[src/rtl/writeback_stage.sv]
// Writeback stage: registered scalar/vector register-file write ports plus a 4-entry conv result FIFO.
// Optional retired-instruction counter enabled by defining WB_PERF_CNT_EN.
`ifndef INT32
`define INT32 32
`endif
`ifndef INT8
`define INT8 8
`endif
`ifndef LENGTH
`define LENGTH 8
`endif

module writeback_stage #(
  parameter int VW = `LENGTH*`INT8
) (
  input  logic              clk,
  input  logic              reset,
  input  logic [4:0]        opcode,
  input  logic [4:0]        rD,
  input  logic [1:0]        wb,
  input  logic              ldr,
  input  logic [`INT32-1:0] s_result,
  input  logic [VW-1:0]     v_result,
  input  logic [`INT32-1:0] smem,
  input  logic [VW-1:0]     vmem,
  input  logic [VW-1:0]     conv_result,
  input  logic [4:0]        conv_addr,
  input  logic              conv_write,
  output logic              s_we,
  output logic [4:0]        s_waddr,
  output logic [`INT32-1:0] s_wdata,
  output logic              v_we,
  output logic [4:0]        v_waddr,
  output logic [VW-1:0]     v_wdata,
  output logic              conv_stall,
  output logic              conv_overflow,
  output logic [2:0]        conv_count,
  output logic [31:0]       retire_cnt
);

  logic [4:0]    fifo_addr  [4];
  logic [VW-1:0] fifo_data  [4];
  logic [3:0]    fifo_valid;
  logic [1:0]    head, tail;

  logic          pipe_vw, empty, full, bypass, pop, push, push_ok, drop;
  logic [2:0]    count_next;
  logic          v_we_next;
  logic [4:0]    v_waddr_next;
  logic [VW-1:0] v_wdata_next;

  // Pop precedes push: a full FIFO that pops this cycle still accepts a push.
  always_comb begin
    pipe_vw    = (wb == 2'b10);
    empty      = (conv_count == 3'd0);
    full       = (conv_count == 3'd4);
    bypass     = conv_write && empty && !pipe_vw;
    pop        = !pipe_vw && !empty;
    push       = conv_write && !bypass;
    push_ok    = push && (!full || pop);
    drop       = push && full && !pop;
    count_next = conv_count + {2'b00, push_ok} - {2'b00, pop};
  end

  // Pipeline writes own the vector port; conv data uses it only in idle slots.
  always_comb begin
    v_we_next    = 1'b0;
    v_waddr_next = v_waddr;
    v_wdata_next = v_wdata;
    if (pipe_vw) begin
      v_we_next    = 1'b1;
      v_waddr_next = rD;
      v_wdata_next = ldr ? vmem : v_result;
    end else if (bypass) begin
      v_we_next    = 1'b1;
      v_waddr_next = conv_addr;
      v_wdata_next = conv_result;
    end else if (pop) begin
      v_we_next    = fifo_valid[head];
      v_waddr_next = fifo_addr[head];
      v_wdata_next = fifo_data[head];
    end
  end

  always_ff @(posedge clk or posedge reset) begin
    if (reset) begin
      s_we    <= 1'b0;
      s_waddr <= '0;
      s_wdata <= '0;
      v_we    <= 1'b0;
      v_waddr <= '0;
      v_wdata <= '0;
    end else begin
      s_we    <= (wb == 2'b01);
      s_waddr <= rD;
      s_wdata <= ldr ? smem : s_result;
      v_we    <= v_we_next;
      v_waddr <= v_waddr_next;
      v_wdata <= v_wdata_next;
    end
  end

  // Invalidation first, then the push: a same-cycle conv to rD is younger and stays valid.
  always_ff @(posedge clk or posedge reset) begin
    if (reset) begin
      fifo_valid    <= '0;
      head          <= '0;
      tail          <= '0;
      conv_count    <= '0;
      conv_stall    <= 1'b0;
      conv_overflow <= 1'b0;
    end else begin
      for (int i = 0; i < 4; i++) begin
        if (pipe_vw && fifo_addr[i] == rD) fifo_valid[i] <= 1'b0;
      end
      if (push_ok) begin
        fifo_valid[tail] <= 1'b1;
        tail             <= tail + 2'd1;
      end
      if (pop) head <= head + 2'd1;
      conv_count    <= count_next;
      conv_stall    <= (count_next >= 3'd3);
      conv_overflow <= conv_overflow | drop;
    end
  end

  always_ff @(posedge clk) begin
    if (push_ok) begin
      fifo_addr[tail] <= conv_addr;
      fifo_data[tail] <= conv_result;
    end
  end

`ifdef WB_PERF_CNT_EN
  logic [31:0] retire_q;

  always_ff @(posedge clk or posedge reset) begin
    if (reset) retire_q <= '0;
    else if ((wb == 2'b01 || wb == 2'b10) && opcode != 5'd0) retire_q <= retire_q + 32'd1;
  end

  assign retire_cnt = retire_q;
`else
  assign retire_cnt = 32'd0;
`endif

endmodule

[config.mk]
export PLATFORM = sky130hd
export DESIGN_NAME = writeback_stage
export DESIGN_NICKNAME = d
export VERILOG_FILES = /design/src/rtl/writeback_stage.sv
export SDC_FILE = /design/constraint.sdc
export NUM_CORES = 1
export LEC_CHECK = 0
export BUFFER_PORTS_ARGS = -buffer_cell sky130_fd_sc_hd__buf_2
export CAP_MARGIN = 25
export CORE_MARGIN = 3
export CORE_UTILIZATION = 57
export DETAILED_ROUTE_END_ITERATION = 7
export PLACE_DENSITY = 0.85
export RECOVER_POWER = 100
export SYNTH_ARGS = -nofsm -noshare
export SYNTH_HDL_FRONTEND = slang
export SYNTH_SLANG_ARGS = --single-unit
[constraint.sdc]
create_clock -name clk -period 7.4 [get_ports clk]
set_input_delay 1.48 -clock clk [delete_from_list [all_inputs] [get_ports clk]]
set_output_delay 1.48 -clock clk [all_outputs]
set_load 0.02 [all_outputs]
==> results of run 1 <==
-- logic make-up (layout without fill, tap and decap cells) --
| group | Yosys count | in the layout | share of synthesized area (%) |
|---|---|---|---|
| buf+inv | 112 | 483 | 3.69 |
| compound gates | 144 | 144 | 6.68 |
| xor+xnor | 24 | 24 | 1.28 |
| mux | 106 | 106 | 12.0 |
| other cells | 1 | 33 | 0.0228 |
| flops | 397 | 397 | 68.8 |
| fa+ha+maj | 7 | 7 | 0.579 |
| simple gates | 223 | 223 | 6.87 |
-- worst max path at each step --
| stage | cells after the start | start | to |
|---|---|---|---|
| after global placement | 14 | wb[1] | conv_stall |
| after global routing | 6 | ldr | v_wdata[9] |
| after CTS | 14 | wb[1] | conv_stall |
| after floorplan | 1 | reset | conv_count[0] |
| final | 7 | wb[1] | fifo_data[0][27] |
| after detailed placement | 14 | wb[1] | conv_stall |
-- per-layer routing --
layer  up-vias  global-route usage (%)
li1       4617                       -
met1      5272                    32.6
met2       481                    45.4
met3        70                    4.80
met4         0                    7.39
met5         -                       0
-- critical path: cells and delay by family --
family	cells	cell delay (ns)
AND/OR/NAND/NOR	2	2.73
AO/OA/AOI/OAI	1	0.19
buffers and inverters	3	0.99
XOR/XNOR	1	0.12
-- synth_stat cells, drive strengths merged --
master,count
o22ai,68
buf,69
inv,10
mux4,70
o221ai,1
xnor2,10
dfrtp,121
o21ai,2
nor3,68
edfxtp,276
nor2b,65
nor2,73
and2,4
nand2,2
a211oi,64
xor2,14
or4b,2
a221oi,1
a21boi,1
a21oi,1
nand4b,1
mux2,33
nor4,3
a22o,4
ha,6
nand2b,2
a41o,1
nand3,3
fa,1
clkbuf,33
mux2i,3
a21o,1
conb,1
-- stage by stage --
stage | instance area (sq um) | util (%) | power (mW) | setup slack, ns
floorplan | 16600 | - | 4.77 | 2.71
global placement | 18500 | 65.8 | 5.40 | 3.11
detailed placement | 18600 | 66.2 | 5.53 | 3.07
CTS | 19900 | 70.8 | 7.49 | 3.61
global route | 19600 | 69.9 | 7.72 | 1.71
finish | 19600 | 69.9 | 7.37 | 2.07
-- layout by cell type (no fill, tap or decap), types with 5 or more instances in the layout --
| master | netlist | routed |
|---|---|---|
| sky130_fd_sc_hd__o22ai_1 | 52 | 56 |
| sky130_fd_sc_hd__inv_1 | 10 | 9 |
| sky130_fd_sc_hd__mux4_2 | 70 | 70 |
| sky130_fd_sc_hd__xor2_1 | 14 | 14 |
| sky130_fd_sc_hd__nor2b_1 | 65 | 65 |
| sky130_fd_sc_hd__clkbuf_1 | 32 | 204 |
| sky130_fd_sc_hd__dfrtp_1 | 121 | 119 |
| sky130_fd_sc_hd__o22ai_2 | 16 | 12 |
| sky130_fd_sc_hd__clkbuf_16 | 0 | 43 |
| sky130_fd_sc_hd__xnor2_1 | 10 | 10 |
| sky130_fd_sc_hd__clkinvlp_4 | 0 | 5 |
| sky130_fd_sc_hd__nor3_1 | 68 | 68 |
| sky130_fd_sc_hd__conb_1 | 1 | 32 |
| sky130_fd_sc_hd__mux2_2 | 33 | 32 |
| sky130_fd_sc_hd__a211oi_1 | 64 | 64 |
| sky130_fd_sc_hd__edfxtp_1 | 276 | 276 |
| sky130_fd_sc_hd__clkinv_2 | 0 | 11 |
| sky130_fd_sc_hd__nor2_1 | 73 | 73 |
| sky130_fd_sc_hd__ha_1 | 6 | 6 |
| sky130_fd_sc_hd__buf_2 | 28 | 194 |
| sky130_fd_sc_hd__buf_4 | 32 | 5 |
-- power groups by stage --
stage	clock network (mW)	logic, mW	registers, mW
2_1_floorplan	0	1.29	3.48
3_3_place_gp	0	2.07	3.34
3_5_place_dp	0	2.21	3.33
4_1_cts	1.98	2.22	3.29
5_1_grt	2.07	2.28	3.37
6_report	1.95	2.12	3.30
-- sequential cells by signal, indices dropped and copies added, names as in the netlist --
name / count
s_we: 1
v_wdata: 64
fifo_valid: 4
fifo_addr: 20
v_waddr: 5
conv_stall: 1
v_we: 1
s_waddr: 5
fifo_data: 256
conv_count: 3
s_wdata: 32
head: 2
tail: 2
conv_overflow: 1
-- area by class of cell --
cell class                 instances  area share (%)
timing repair buffer             397            9.58
clock inverter                    20           0.733
tap                              378            2.41
inverter                          10           0.198
multi-input combinational        536            23.6
sequential                       397            57.7
antenna                            1          0.0128
clock buffer                      56            5.78
==> results.txt, run 1 <==
----------------------------------------------------
[Drt]
  Detailed Route Iter0 Violations ... roughly 740
  Met2 wire len ... between 20 and 25 mm
  Top Metal Used ... met4
  Number of vias per cell after detailed routing ... around 5.8
  Wire length per cell after detailed routing ... ~22 microns
  Detailed-router iteration count before antenna repair ... 5
  Via count ... approximately 10,000
  Detail Route met3 WL ... roughly 2.8 mm
  Post-route antenna net violation count ... 0
  Overall routed net length ... 39.6 mm
  Metal-1 WL ... around 15 mm
  Drc violations ... 0

[Status]
  Failing checks ... capacitance limit, slew limit
  Run status ... finished, violations left

[Timing]
  Setup repair after global routing missed its margin ... no
  Fraction of the cycle the final worst path needs ... roughly 70%
  Normalized max-slew margin ... -114%
  Hold_ws ... about 0.46 ns
  Worst Clk Skew ... 0.0146 ns
  Transition time at the pin with the least slew margin ... between 3 and 4 ns
  Minimum clock period ... 5.33 ns
  Max-slew violation count ... between 300 and 400
  Final setup violation count ... 0
  Endpoints failing hold ... 0
  Total Negative Setup Slacks ... 0 ns
  Max Clk Rate ... 187 MHz

[Synth]
  Top-area cell type share of the netlist area ... about half
  Yosys top cell by area ... sky130_fd_sc_hd__edfxtp_1
  Instance count of the mapped netlist ... just over 1,000
  Yosys warning total ... 0
  Count of different cell masters after synthesis ... 38
  Mean instance size in the synthesized netlist ... roughly 16 sq um
  Synth area leaders ... sky130_fd_sc_hd__edfxtp_1 50%, sky130_fd_sc_hd__dfrtp_1 18%, sky130_fd_sc_hd__mux4_2 9.6%
  Mapped Area ... between 15,000 and 20,000 sq um
  Register bit count reported by yosys ... 397
  Portion of the post-synthesis area used by sequential elements ... roughly 69%

[CTS]
  Post-CTS Hold Buffers ... 0
  TritonCTS clock tree ... built
  CTS HTree Levels ... 2
  Clock network latency to the later pin of the worst-skew pair ... approximately 0.53 ns
  Post-CTS setup buffer count ... 0
  CTS Sinks ... just under 400
  Clk pin slew, worst setup/hold paths ... roughly 0.060 ns
  Cell at the root of the clock tree ... sky130_fd_sc_hd__clkbuf_16
  Max Root-Sink Buffers ... 3
  Num CTS Buffers ... 41
  Total of cells resized after clock tree synthesis ... 0

[Setup path]
  FF-to-FF setup slack ... 3.45 ns
  Critical path data arrival time ... 5.54 ns
  Kind of critical path ... in -> reg
  Ordered cell list for the critical path ... clkbuf_1 -> nor2b_1 -> xnor2_1 -> a21boi_0 -> clkbuf_1 -> and2_0 -> buf_12
  Worst path required time ... approximately 7.6 ns
  Reg2Reg Launch Point ... conv_count[2]
  Largest fanout of any net on the critical path ... 36
  Crit end category ... flip-flop
  Critical Path Start Type ... input pin
  Worst reg-to-reg path cell count ... 5
  Most common cell type on the critical path ... sky130_fd_sc_hd__clkbuf_1
  End of the worst register-to-register path ... fifo_data[0][27]
  Slowest-stage cell, CP ... sky130_fd_sc_hd__and2_0
  Slowest stage delay, CP ... a little over 2 ns

[Placed design]
  Total half-perimeter wirelength after legalization and detailed placement ... about 25 mm
  Number of buffers inserted by port buffering ... about 380
  Global placement routability congestion ... 0.750
  Cell total after placement ... 1,717

[Min path]
  Hold path endpoint ... conv_overflow
  Launch instance of the worst min-delay path ... conv_overflow
  Kind of path behind the tightest hold check ... reg -> reg
  Hold path cells ... 1

[Global route]
  GRT Util Overall ... 25.6%
  Pin count of the biggest net entering global routing ... 99
  First-pass GRT wire length ... 61.1 mm
  Total overflow reported by the global router ... 0
  Antenna violations before repair ... 1
  Number of global-route vias before repair ... between 10,000 and 15,000

[Run]
  Number of maximum-capacitance violations ... 7

[Power]
  Sw Ratio ... 32.5%
  Power density over the cells ... between 300 and 400 nW/um^2
  Combinational group share of total power ... approximately 29%
  Psw ... between 2 and 2.5 mW
  Worst ir drop on vdd ... around 0.00020 V
  Internal power ... 4.97 mW
  Leakage power ... between 7 and 8 nW
  Clock network fraction of design power ... between 20% and 30%
  Sequential power share ... between 40% and 50%

[Die]
  IO Pins ... 422
  Site Rows ... 61
  Starting utilization of the core area ... 58.5%
  Die height ... between 150 and 200 microns
  Core area ... around 28,000 sq um
  Total Die Area ... 30,900 sq um
  Chip Width ... 176 microns

[Cells and area]
  Area used by multi-input combinational logic ... 4620 sq um
  Flip-flop and latch area ... around 11,000 sq um
  Number of nets in the final layout ... approximately 1,700
  Number of fill cells in the layout ... around 1,900
  Layout Area Growth over Synthesis ... 19.4%
  Non-filler instance count after layout ... ~1,800
  Share of final-layout standard cells stronger than drive strength 1 ... between 20 and 30%

----------------------------------------------------
No activity file was read; power rests on OpenSTA's default activity.
==> inputs of run 2 (changes only) <==
Settings changed: CORE_UTILIZATION 57 to 53, PLACE_DENSITY 0.85 to 0.8.
Clock period 7.4 ns to 5.2 ns, I/O delays scaled along.
==> run 2 against run 1 <==
Effect of this change: the run still ends with capacitance limit, slew limit left; worst hold slack improved by 0.014 ns; non-clock buffer count increased by 4; sequential share of layout area decreased by 0.23 points; wire length decreased by 0.47%; worst setup slack got worse by 0.92 ns; critical endpoint is now fifo_data[0][59]; largest cell class unchanged; largest power group unchanged; highest routed layer unchanged.
==> results.txt, run 2 (synthesis gave the netlist of run 1 again) <==
----------------------------------------------------
[Timing]
  Transition time at the pin with the least slew margin ... 3.15 ns (-0.0593 ns)
  Hold_ws ... 0.479 ns (+0.0144 ns)
  Endpoints failing hold ... 0 (unchanged)
  Total Negative Setup Slacks ... 0 ns (unchanged)
  Final setup violation count ... 0 (unchanged)
  Max Clk Rate ... between 200 and 250 MHz
  Max-slew violation count ... 196 (-41%)
  Fraction of the cycle the final worst path needs ... just under 80%
  Worst Clk Skew ... 0.0132 ns (-0.00138 ns)
  Minimum clock period ... ~4.1 ns
  Normalized max-slew margin ... -110% (+4.0 points)
  Setup repair after global routing missed its margin ... no

[Drt]
  Drc violations ... 0 (unchanged)
  Post-route antenna net violation count ... 0 (unchanged)
  Overall routed net length ... 39.4 mm (-0.47%)
  Via count ... 10,405 (-0.34%)
  Detailed-router iteration count before antenna repair ... 6 (+1)
  Number of vias per cell after detailed routing ... 5.75 (-1.2%)
  Detailed Route Iter0 Violations ... 618 (-16%)
  Wire length per cell after detailed routing ... 21.8 microns (-1.3%)

[CTS]
  CTS Sinks ... 397 (unchanged)
  Clock network latency to the later pin of the worst-skew pair ... 0.53 ns (about the same)
  Num CTS Buffers ... 42 (+2.4%)
  Post-CTS setup buffer count ... 0 (unchanged)
  Clk pin slew, worst setup/hold paths ... 0.06 ns (about the same)
  Total of cells resized after clock tree synthesis ... 0 (unchanged)
  CTS HTree Levels ... 2 (unchanged)
  Cell at the root of the clock tree ... sky130_fd_sc_hd__clkbuf_16
  TritonCTS clock tree ... built
  Max Root-Sink Buffers ... 3 (unchanged)
  Post-CTS Hold Buffers ... 0 (unchanged)

[Setup path]
  Slowest-stage cell, CP ... sky130_fd_sc_hd__and2_2
  Critical Path Start Type ... input pin
  Most common cell type on the critical path ... sky130_fd_sc_hd__clkbuf_1
  Kind of critical path ... in -> reg
  Critical path data arrival time ... 4.28 ns (-1.26 ns)
  Ordered cell list for the critical path ... clkbuf_1 -> nor2b_1 -> xnor2_1 -> a21boi_0 -> clkbuf_1 -> and2_2 -> buf_4
  Slowest stage delay, CP ... 1.30 ns (-0.74 ns)
  Origin of the worst setup path ... wb[1]
  Worst path required time ... 5.42 ns (-2.19 ns)
  Largest fanout of any net on the critical path ... 52 (+44%)
  Reg2Reg Launch Point ... conv_count[2]
  Crit end category ... flip-flop

[Cells and area]
  Share of final-layout standard cells stronger than drive strength 1 ... 27.8% (+0.36 points)
  Final instance area ... 19,700 sq um (+0.40%)
  Register with the most flip-flops ... fifo_data
  Number of flip-flops under the largest register name ... 256 (unchanged)
  Final Core Density ... 65.4% (-4.4 points)
  Number of nets in the final layout ... 1,672 (+0.30%)
  Biggest registers after layout ... fifo_data (256), v_wdata (64), s_wdata (32)
  Most frequent standard cell in the layout excluding fill and tap cells ... sky130_fd_sc_hd__edfxtp_1
  Layout Area Growth over Synthesis ... 19.8%
  Highest-count cells in the layout ignoring fill and taps ... 276 x sky130_fd_sc_hd__edfxtp_1, 203 x sky130_fd_sc_hd__clkbuf_1, 193 x sky130_fd_sc_hd__buf_2, 119 x sky130_fd_sc_hd__dfrtp_1, 73 x sky130_fd_sc_hd__nor2_1

[Min path]
  Kind of path behind the tightest hold check ... reg -> reg
  Launch instance of the worst min-delay path ... conv_overflow

[Run]
  Number of maximum-capacitance violations ... 3 (-4)

[Placed design]
  Number of buffers inserted by port buffering ... 384 (unchanged)
  Global placement routability congestion ... 0.761 (+1.4%)
  Total half-perimeter wirelength after legalization and detailed placement ... 24.8 mm (+0.25%)
  Placed inst area ... 18,600 sq um (about the same)

[Global route]
  First-pass GRT wire length ... 61.3 mm (+0.37%)
  Pin count of the biggest net entering global routing ... 88 (-11%)
  Total overflow reported by the global router ... 0 (unchanged)
  Antenna violations before repair ... 1 (unchanged)
  Number of global-route vias before repair ... 11,327 (+1.2%)
  GRT Util Overall ... 23.6% (-2.0 points)

[Die]
  Site Rows ... 63 (+3.3%)
  Starting utilization of the core area ... 54.6% (-3.9 points)
  Chip Width ... 182 microns (+3.6%)
  Die height ... 182 microns (+3.6%)
  IO Pins ... 422 (unchanged)
  Total Die Area ... 33,200 sq um (+7.3%)
  Core area ... 30,100 sq um (+7.2%)

[Power]
  Leakage power ... 7.15 nW (+0.77%)
  Power density over the cells ... 536 nW/um^2 (+43%)
  Overall Power ... 10.6 mW (+43%)
  Worst ir drop on vdd ... 0.000404 V (+100%)

[Status]
  Failing checks ... capacitance limit, slew limit
  Run status ... finished, violations left

----------------------------------------------------
==> run 2: cell count changes in the layout (fill, tap and decap cells not counted), sizes merged <==
cell,change
buf,+2
clkinv,-1
clkinvlp,-6
clkbuf,+8
==> run 2: per-stage QoR <==
| step | std cells | setup WS, ns |
|---|---|---|
| after floorplan | 1045 | 0.946 |
| after global placement | 1730 | 1.27 |
| after detailed placement | 1733 | 1.24 |
| after CTS | 1808 | 1.79 |
| after global routing | 1810 | 0.880 |
| final | 1810 | 1.15 |
==> run 2: final cells by class <==
cell class | count | area [sq um]
flip-flops and latches | 397 | 11300
multi-input cells | 536 | 4640
clock inverters | 13 | 88.8
diodes | 1 | 2.50
inverters | 10 | 42.5
fillers | 2206 | 10400
repair buffers | 401 | 1860
clock buffers | 62 | 1250
well taps | 390 | 488
==> run 2: final timing paths <==
| check | to | cells past startpoint | slack, ns |
|---|---|---|---|
| worst max-delay path | fifo_data[0][59] | 7 | 1.15 |
| worst min-delay path | conv_overflow | 1 | 0.48 |
| worst max register to register | fifo_data[0][59] | 5 | 1.92 |
| worst min register to register | conv_overflow | 1 | 0.48 |
| max in group asynchronous | v_waddr[0] | 3 | 3.33 |
| min in group asynchronous | v_wdata[42] | 2 | 0.67 |
==> run 2: power by group <==
group / total, mW / leakage [nW] / internal (mW) / switching [mW]
clock network: 2.87 / 0.663 / 1.71 / 1.16
registers: 4.65 / 3.91 / 4.24 / 0.406
logic: 3.04 / 2.58 / 1.23 / 1.81
==> run 2: critical path: cells and delay by family <==
kind	cells	cell delay [ns]
buffers and inverters	3	0.87
AND/OR/NAND/NOR	2	1.93
XOR/XNOR	1	0.12
AO/OA/AOI/OAI	1	0.29
==> run 2: per-layer routing <==
layer	GRT usage, %	part of all wire [%]	up-vias
met4	7.56	3.1	0
met3	4.84	7.1	83
li1	-	-	4614
met1	29.3	38	5233
met2	41.9	52	475
met5	0	0	-
